$ cat config.mk
export PLATFORM = sky130hd
export DESIGN_NAME = ula_kb_debounce_bank_flat
export DESIGN_NICKNAME = d
export VERILOG_FILES = /design/src/rtl/ula_kb_debounce_bank_if.sv /design/src/rtl/ula_kb_debounce_bank.sv /design/src/flat_wrapper.sv
export SDC_FILE = /design/constraint.sdc
export NUM_CORES = 1
export LEC_CHECK = 0
export BUFFER_PORTS_ARGS = -buffer_cell sky130_fd_sc_hd__buf_2
export CORE_MARGIN = 5
export CORE_UTILIZATION = 50
export DETAILED_ROUTE_END_ITERATION = 7
export PLACE_DENSITY_LB_ADDON = 0.25
export SLEW_MARGIN = 0
export SYNTH_ARGS = -nofsm -noshare
export SYNTH_HDL_FRONTEND = slang
export SYNTH_SLANG_ARGS = --single-unit
export TNS_END_PERCENT = 50
$ cat constraint.sdc
create_clock -name clk -period 2.1 [get_ports clk]
set_input_delay 0.21 -clock clk [delete_from_list [all_inputs] [get_ports clk]]
set_output_delay 0.21 -clock clk [all_outputs]
set_load 0.05 [all_outputs]
$ cat src/rtl/ula_kb_debounce_bank_if.sv
// Keyboard front-end bundle: raw pads and sample strobe in, debounced levels
// and change pulses out. With ULA_KB_IRQ_EN defined the bundle also carries
// the keyboard interrupt acknowledge and the active-low interrupt line.
interface ula_kb_debounce_bank_if #(
   parameter int NUM_CH = 5
);
   logic [NUM_CH-1:0] pad_in;
   logic              tick;
   logic [NUM_CH-1:0] kb_level;
   logic [NUM_CH-1:0] kb_fall;
   logic [NUM_CH-1:0] kb_rise;
   logic              any_key;
`ifdef ULA_KB_IRQ_EN
   logic              kb_int_ack;
   logic              n_kb_int;

   // Pad/port-read side
   modport master (
      output pad_in, tick, kb_int_ack,
      input  kb_level, kb_fall, kb_rise, any_key, n_kb_int
   );

   // Debounce bank side
   modport slave (
      input  pad_in, tick, kb_int_ack,
      output kb_level, kb_fall, kb_rise, any_key, n_kb_int
   );
`else
   // Pad/port-read side
   modport master (
      output pad_in, tick,
      input  kb_level, kb_fall, kb_rise, any_key
   );

   // Debounce bank side
   modport slave (
      input  pad_in, tick,
      output kb_level, kb_fall, kb_rise, any_key
   );
`endif
endinterface

$ cat src/rtl/ula_kb_debounce_bank.sv
// ula_kb_debounce_bank: bank of NUM_CH keyboard input channels.
// Each channel synchronises its asynchronous pad level through SYNC_STAGES
// flops, then debounces it with its own counter that only advances on the
// shared sample strobe. A new level is accepted after DEB_COUNT consecutive
// strobes that disagree with the current level; acceptance produces a
// one-cycle fall (press) or rise (release) pulse aligned with the new level.
// Optional macro ULA_KB_IRQ_EN adds an active-low keyboard interrupt that is
// set by any press pulse and cleared by kb_int_ack (set has priority).
module ula_kb_debounce_bank #(
   parameter int NUM_CH      = 5,
   parameter int SYNC_STAGES = 2,
   parameter int CNT_W       = 4,
   parameter int DEB_COUNT   = 8
) (
   input  logic                         clk,
   input  logic                         rst,
   ula_kb_debounce_bank_if.slave        kb
);

   // Terminal count: the strobe that finds the counter here accepts the level.
   localparam logic [CNT_W-1:0] DEB_LAST = CNT_W'(DEB_COUNT - 1);

   // Synchroniser chain, stage 0 samples the pads, the last stage feeds debounce.
   logic [SYNC_STAGES-1:0][NUM_CH-1:0] sync_q;
   logic [NUM_CH-1:0]                  samp;

   // Per-channel registered results gathered into bank-wide vectors.
   logic [NUM_CH-1:0] level_vec;
   logic [NUM_CH-1:0] fall_vec;
   logic [NUM_CH-1:0] rise_vec;
   logic              any_key_q;

   // Shift pads through the synchroniser every clock, independent of tick.
   always_ff @(posedge clk) begin
      if (rst) begin
         sync_q <= '1;
      end else begin
         sync_q[0] <= kb.pad_in;
         for (int k = 1; k < SYNC_STAGES; k++) begin
            sync_q[k] <= sync_q[k-1];
         end
      end
   end

   assign samp = sync_q[SYNC_STAGES-1];

   genvar gi;
   generate
      for (gi = 0; gi < NUM_CH; gi++) begin : g_ch
         logic [CNT_W-1:0] cnt_q;
         logic [CNT_W-1:0] cnt_d;
         logic             level_q;
         logic             level_d;
         logic             fall_q;
         logic             fall_d;
         logic             rise_q;
         logic             rise_d;

         // Debounce decision: count disagreeing strobes, accept at terminal count.
         always_comb begin
            cnt_d   = cnt_q;
            level_d = level_q;
            fall_d  = 1'b0;
            rise_d  = 1'b0;
            if (kb.tick) begin
               if (samp[gi] == level_q) begin
                  // Any agreeing sample (e.g. a glitch back) restarts the count.
                  cnt_d = '0;
               end else if (cnt_q >= DEB_LAST) begin
                  level_d = samp[gi];
                  cnt_d   = '0;
                  fall_d  = ~samp[gi];
                  rise_d  = samp[gi];
               end else begin
                  cnt_d = cnt_q + CNT_W'(1);
               end
            end
         end

         // Channel state; reset drops partial counts without emitting pulses.
         always_ff @(posedge clk) begin
            if (rst) begin
               cnt_q   <= '0;
               level_q <= 1'b1;
               fall_q  <= 1'b0;
               rise_q  <= 1'b0;
            end else begin
               cnt_q   <= cnt_d;
               level_q <= level_d;
               fall_q  <= fall_d;
               rise_q  <= rise_d;
            end
         end

         assign level_vec[gi] = level_q;
         assign fall_vec[gi]  = fall_q;
         assign rise_vec[gi]  = rise_q;
      end
   endgenerate

   // Any-key flag follows the debounced levels one clock later.
   always_ff @(posedge clk) begin
      if (rst) begin
         any_key_q <= 1'b0;
      end else begin
         any_key_q <= ~(&level_vec);
      end
   end

   assign kb.kb_level = level_vec;
   assign kb.kb_fall  = fall_vec;
   assign kb.kb_rise  = rise_vec;
   assign kb.any_key  = any_key_q;

`ifdef ULA_KB_IRQ_EN
   logic n_kb_int_q;
   logic n_kb_int_d;

   // Interrupt request: any press sets it (low), ack clears it, set wins.
   always_comb begin
      n_kb_int_d = n_kb_int_q;
      if (|fall_vec) begin
         n_kb_int_d = 1'b0;
      end else if (kb.kb_int_ack) begin
         n_kb_int_d = 1'b1;
      end
   end

   // Interrupt line register, inactive (high) out of reset.
   always_ff @(posedge clk) begin
      if (rst) begin
         n_kb_int_q <= 1'b1;
      end else begin
         n_kb_int_q <= n_kb_int_d;
      end
   end

   assign kb.n_kb_int = n_kb_int_q;
`endif

endmodule

$ cat src/flat_wrapper.sv
// flat-port wrapper written by rule: the top's interface ports become plain ports
module ula_kb_debounce_bank_flat 
#(
   parameter int NUM_CH      = 5,
   parameter int SYNC_STAGES = 2,
   parameter int CNT_W       = 4,
   parameter int DEB_COUNT   = 8
)
  (clk, rst, kb_pad_in, kb_tick, kb_kb_level, kb_kb_fall, kb_kb_rise, kb_any_key);
  ula_kb_debounce_bank_if #(.NUM_CH(NUM_CH)) kb_i ();
  input  logic clk;
  input  logic rst;
  input wire logic [$bits(kb_i.pad_in)-1:0] kb_pad_in;
  input wire logic [$bits(kb_i.tick)-1:0] kb_tick;
  output wire logic [$bits(kb_i.kb_level)-1:0] kb_kb_level;
  output wire logic [$bits(kb_i.kb_fall)-1:0] kb_kb_fall;
  output wire logic [$bits(kb_i.kb_rise)-1:0] kb_kb_rise;
  output wire logic [$bits(kb_i.any_key)-1:0] kb_any_key;
  assign kb_i.pad_in = kb_pad_in;
  assign kb_i.tick = kb_tick;
  assign kb_kb_level = kb_i.kb_level;
  assign kb_kb_fall = kb_i.kb_fall;
  assign kb_kb_rise = kb_i.kb_rise;
  assign kb_any_key = kb_i.any_key;
  ula_kb_debounce_bank #(.NUM_CH(NUM_CH), .SYNC_STAGES(SYNC_STAGES), .CNT_W(CNT_W), .DEB_COUNT(DEB_COUNT)) u_core (.clk(clk), .rst(rst), .kb(kb_i));
endmodule
# [Word-level counts from Yosys, hierarchy flattened]
# Cells that the tools add are included.
[op_classes] add_sub_neg=5 multipliers=0 div=0 magnitude_cmp=5 eq_ne=5 shift=0 n_mux=10 bitwise=17 n_reduce_logical=11
[op_table] operator="$mux W4" n=10
[op_table] operator="$add A4 B1 Y4 const B" n=5
[op_table] operator="$ge A4 B3 Y1 const B" n=5
[op_table] operator="$reduce_or A4 Y1" n=5
[op_table] operator="$not A1 Y1" n=17
[op_table] operator="$reduce_and A3 Y1" n=5
[op_table] operator="$eq A1 B1 Y1" n=5
[op_table] operator="$reduce_and A5 Y1" n=1
[totals] ff_bits=46 latchBits=0 ramBits=0 rom_bits=0 input_bits=8 output_inout_bits=16 elab_cells=76 memories=0

# [Longest topological paths before layout]
[depth] depth_word=3 depth_mapped=5 mapped_depth_nobuf=4

# [Worst setup path before layout]
# OpenSTA, ideal clock, no wires.
[synth_path] kind="register to register" start="reg u_core.g_ch[0].cnt_q[0]" end="reg u_core.g_ch[0].cnt_q[2]" setup_ns=0.086 t_arrival_ns=1.094 t_required_ns=2.014 path_slack_ns=0.920 stages_incl_launch_ff=5 path_buffers=0 synth_period_minus_slack_ns=1.180 cell_sequence="dfxtp_1 > ha_1 > a21o_1 > nand2b_1 > a211oi_1"
[synth_via] elab_chain_len=3 word_cells_on_any_way=4 classes_between="add/sub (1); order compare (1); mux (2)"
[synth_lines] element="start: declaration" line_no="ula_kb_debounce_bank.sv:50" source="logic [CNT_W-1:0] cnt_q;"
[synth_lines] element="start signal: assignment" line_no="ula_kb_debounce_bank.sv:88" source="cnt_q <= cnt_d;"
[synth_lines] element="$add A4 B1 Y4 / $ge A4 B3 Y1 (equally long branches)" line_no="ula_kb_debounce_bank.sv:75, ula_kb_debounce_bank.sv:69"
[synth_lines] element="$mux W4 *" line_no="ula_kb_debounce_bank.sv:69" source="end else if (cnt_q >= DEB_LAST) begin"
[synth_lines] element="$mux W4 *" line_no="ula_kb_debounce_bank.sv:66" source="if (samp[gi] == level_q) begin"
# Mark *: on every way between the ends. The rest lies on a longest branch, timed or not.
# A chain may end at the register's enable or synchronous reset.

# [Final worst setup path]
[layout_path] start="reg u_core.g_ch[2].cnt_q[0]" end="reg u_core.g_ch[2].cnt_q[2]"
[layout_via] elab_chain_len=3 word_cells_on_any_way=4 classes_between="add/sub (1); order compare (1); mux (2)"
[layout_lines] element="start: declaration" line_no="ula_kb_debounce_bank.sv:50"
[layout_lines] element="start signal: assignment" line_no="ula_kb_debounce_bank.sv:88"
[layout_lines] element="$add A4 B1 Y4 / $ge A4 B3 Y1 (equally long branches)" line_no="ula_kb_debounce_bank.sv:75, ula_kb_debounce_bank.sv:69"
[layout_lines] element="$mux W4 *" line_no="ula_kb_debounce_bank.sv:69"
[layout_lines] element="$mux W4 *" line_no="ula_kb_debounce_bank.sv:66"
# Marks and branches as above.

==> results.yml <==
floorplanning:
  io_pins: 24
  dieArea_mm2: 0.00526
  initial_core_util: 0.527
  die_y_um: 72.6
  core_area_mm2: 0.00372
  rows: 22
  die_w_um: 72.6
job:
  maxCapViolations: 0
detailed_routing:
  wire_per_inst_um: 12.8
  drcViolationCount: 0
  wl_um: 3140
  ant_nets: 0
  viasPerCell: 5.44
  drt-pass1-iter-count: 4
  drt_iter0_drc: 42
  via_count: 1332
global_routing:
  grt_max_degree: 47
  grt-ovfl-total: 0
  use_met2: 0.222
  use_met1: 0.152
  grt_pass1_wl_um: 5520
  met3_usage: 0.0471
  antenna_found_initial: 0
  grt_usage: 0.133
  grt_pass1_vias: 1272
  top_usage_layer: "met2"
synth:
  seq_area_frac_synth: 0.471
  syn_area_mm2: 0.00196
  synth_cells: 190
  synth_cell_types: 30
  syn_nets: 203
  synth-seq-cells: 46
  syn_area_per_cell_um2: 10.3
  yosys_warnings: 0
worst_hold_path:
  hp-class: "input pin to flop"
  whs_path_depth: 2
  min_from: "kb_pad_in[4]"
  holdPathEnd: "u_core.sync_q[4]$_SDFF_PP1_"
timing:
  fin_crit_ns: 1.34
  setup_viol: 0
  slew_headroom: 0.506
  max_freq_ghz: 0.745
  worst_slew_pin_slew_ns: 0.741
  finalSetupTns_ns: 0
  rsz0062_at_grt: "false"
  finClkSkew_ns: 0.00438
  finalHoldViolCount: 0
  slew_viol_final: 0
  fin_crit_sh: 0.639
cts:
  cts_sinks: 46
  clockBufferDepth: 2
  clk_pin_slew_ns: 0.08
  clock_latency_ns: 0.29
  post-cts-setup-buffers: 0
  htree_levels: 2
  cts_tree: "done"
  hold_buffers: 0
  cts_root_buf: "clkbuf_8"
  numCtsBuffers: 5
  post_cts_resized: 0
worst_setup_path:
  worstPathRequired_ns: 2.30
  worstPathMaxFanout: 4
  worstSetupStartpointType: "flop"
  reg2reg_to: "u_core.g_ch[2].cnt_q[2]$_SDFFE_PP0P_"
  regToRegSetupSlack_ns: 0.76
  reg2reg_from: "u_core.g_ch[2].cnt_q[0]$_SDFFE_PP0P_"
  end_kind: "flop"
  arrival_ns: 1.54
  worstRegToRegCells: 4
  worstSetupPathType: "flop to flop"
power_and_ir_drop:
  ir_drop_uv: 413
  power.share.switching: 0.197
  cell_internal_pwr_mw: 1.29
  pwr-share-seq: 0.556
  leakagePower_nw: 0.796
  p_comb_frac: 0.039
  p_switching_mw: 0.315
  power_density_mw_per_mm2: 768
  clkPwrFrac: 0.405
finish:
  areaGrowthSynthToFinish_pct: 6.65
  seqCellArea_um2: 921
  multi_input_area_um2: 845
  layout_commonest_cell: "dfxtp_1"
  fillers: 324
  antenna_cells: 0
  design_area_mm2: 0.00209
  nets: 210
  final_cell_mix: "dfxtp_1, buf_2, nand2_1, nand2b_1, or2_2"
  final_layout_size_suffix_gt1_frac: 0.289
place:
  dp_hpwl_um: 2220
  io_buffers: 23
  gp_congestion: 0.729
  place_area_mm2: 0.00197
status:
  status: "finished clean"
[critical path: stages (launching register included)]
cell and delay [ns]:
dfxtp_1 0.34, ha_1 0.22, a21o_1 0.22, nand2b_1 0.21
a211oi_1 0.26
[cells in the mapped netlist]
library cell | n | area [um^2]
dfxtp_1 | 46 | 921
buf_4 | 17 | 128
nand2_1 | 10 | 37.5
nand2b_1 | 10 | 62.6
or2_2 | 10 | 62.6
nor3b_2 | 9 | 113
a21oi_1 | 6 | 30.0
a31oi_1 | 6 | 37.5
buf_2 | 6 | 30.0
nor2_1 | 6 | 22.5
or3b_1 | 6 | 52.6
a21o_1 | 5 | 37.5
a31o_1 | 5 | 43.8
ha_1 | 5 | 62.6
inv_1 | 5 | 18.8
nand4_1 | 5 | 31.3
o32ai_1 | 5 | 43.8
xor2_1 | 5 | 43.8
a211oi_1 | 4 | 30.0
o22ai_1 | 4 | 25.0
o31ai_1 | 4 | 30.0
or3b_2 | 3 | 26.3
a211oi_2 | 1 | 12.5
and3_1 | 1 | 6.26
buf_6 | 1 | 11.3
clkbuf_1 | 1 | 3.75
nand3_1 | 1 | 5.00
nor2b_2 | 1 | 8.76
nor3b_1 | 1 | 7.51
o31ai_2 | 1 | 12.5
[worst max path at each step]
stage | start | end | slack, ns | cells after the start
after global routing | u_core.g_ch[1].cnt_q[0]$_SDFFE_PP0P_ | u_core.g_ch[1].cnt_q[2]$_SDFFE_PP0P_ | 0.62 | 4
after detailed placement | kb_tick | u_core.g_ch[2].level_q$_SDFFE_PP1P_ | 0.61 | 5
after floorplan | u_core.g_ch[0].cnt_q[0]$_SDFFE_PP0P_ | u_core.g_ch[0].cnt_q[2]$_SDFFE_PP0P_ | 0.92 | 4
after CTS | u_core.g_ch[2].cnt_q[0]$_SDFFE_PP0P_ | u_core.g_ch[2].cnt_q[2]$_SDFFE_PP0P_ | 0.75 | 4
final | u_core.g_ch[2].cnt_q[0]$_SDFFE_PP0P_ | u_core.g_ch[2].cnt_q[2]$_SDFFE_PP0P_ | 0.76 | 4
after global placement | kb_tick | u_core.g_ch[2].level_q$_SDFFE_PP1P_ | 0.69 | 5
[through the flow]
step / total power, mW / hold WS [ns] / util / setup WS, ns / std cells
floorplan: 0.962 / 0.314 / - / 0.920 / 190
global placement: 0.971 / 0.391 / 0.531 / 0.689 / 238
detailed placement: 0.975 / 0.395 / 0.531 / 0.605 / 238
CTS: 1.63 / 0.0863 / 0.562 / 0.753 / 245
global route: 1.67 / 0.0891 / 0.562 / 0.622 / 245
finish: 1.60 / 0.0945 / 0.562 / 0.758 / 245
[cells by family after synthesis]
logic type / share of synthesized area
xor+xnor: 0.0224
buf+inv: 0.0978
simple gates: 0.223
flops: 0.471
fa+ha+maj: 0.0320
compound gates: 0.155
[state kept, by name (all words and copies together) (netlist names)]
| name | count |
|---|---|
| u_core.g_ch.level_q | 5 |
| u_core.g_ch.cnt_q | 20 |
| u_core.g_ch.fall_q | 5 |
| u_core.samp | 5 |
| u_core.sync_q | 5 |
| u_core.g_ch.rise_q | 5 |
| u_core.kb.any_key | 1 |
[power groups by stage]
stage | Sequential (mW) | Combinational (mW) | Clock [mW]
finish | 0.891 | 0.0626 | 0.650
global placement | 0.911 | 0.0600 | 0
detailed placement | 0.912 | 0.0629 | 0
floorplan | 0.910 | 0.0524 | 0
global route | 0.893 | 0.0705 | 0.702
CTS | 0.891 | 0.0633 | 0.673
[area by class of cell]
type	count	share of cell area
clock buffer	6	0.0396
clock inverter	1	0.0144
inverter	5	0.00899
multi-input combinational	114	0.405
sequential	46	0.441
tap	48	0.0288
timing repair buffer	25	0.0624
[routing by layer]
metal | wire length (um) | part of all wire
met1 | 1400 | 0.45
met2 | 1520 | 0.48
met3 | 166 | 0.053
met4 | 53 | 0.017
met5 | 0 | 0
No activity file was read; power rests on OpenSTA's default activity.
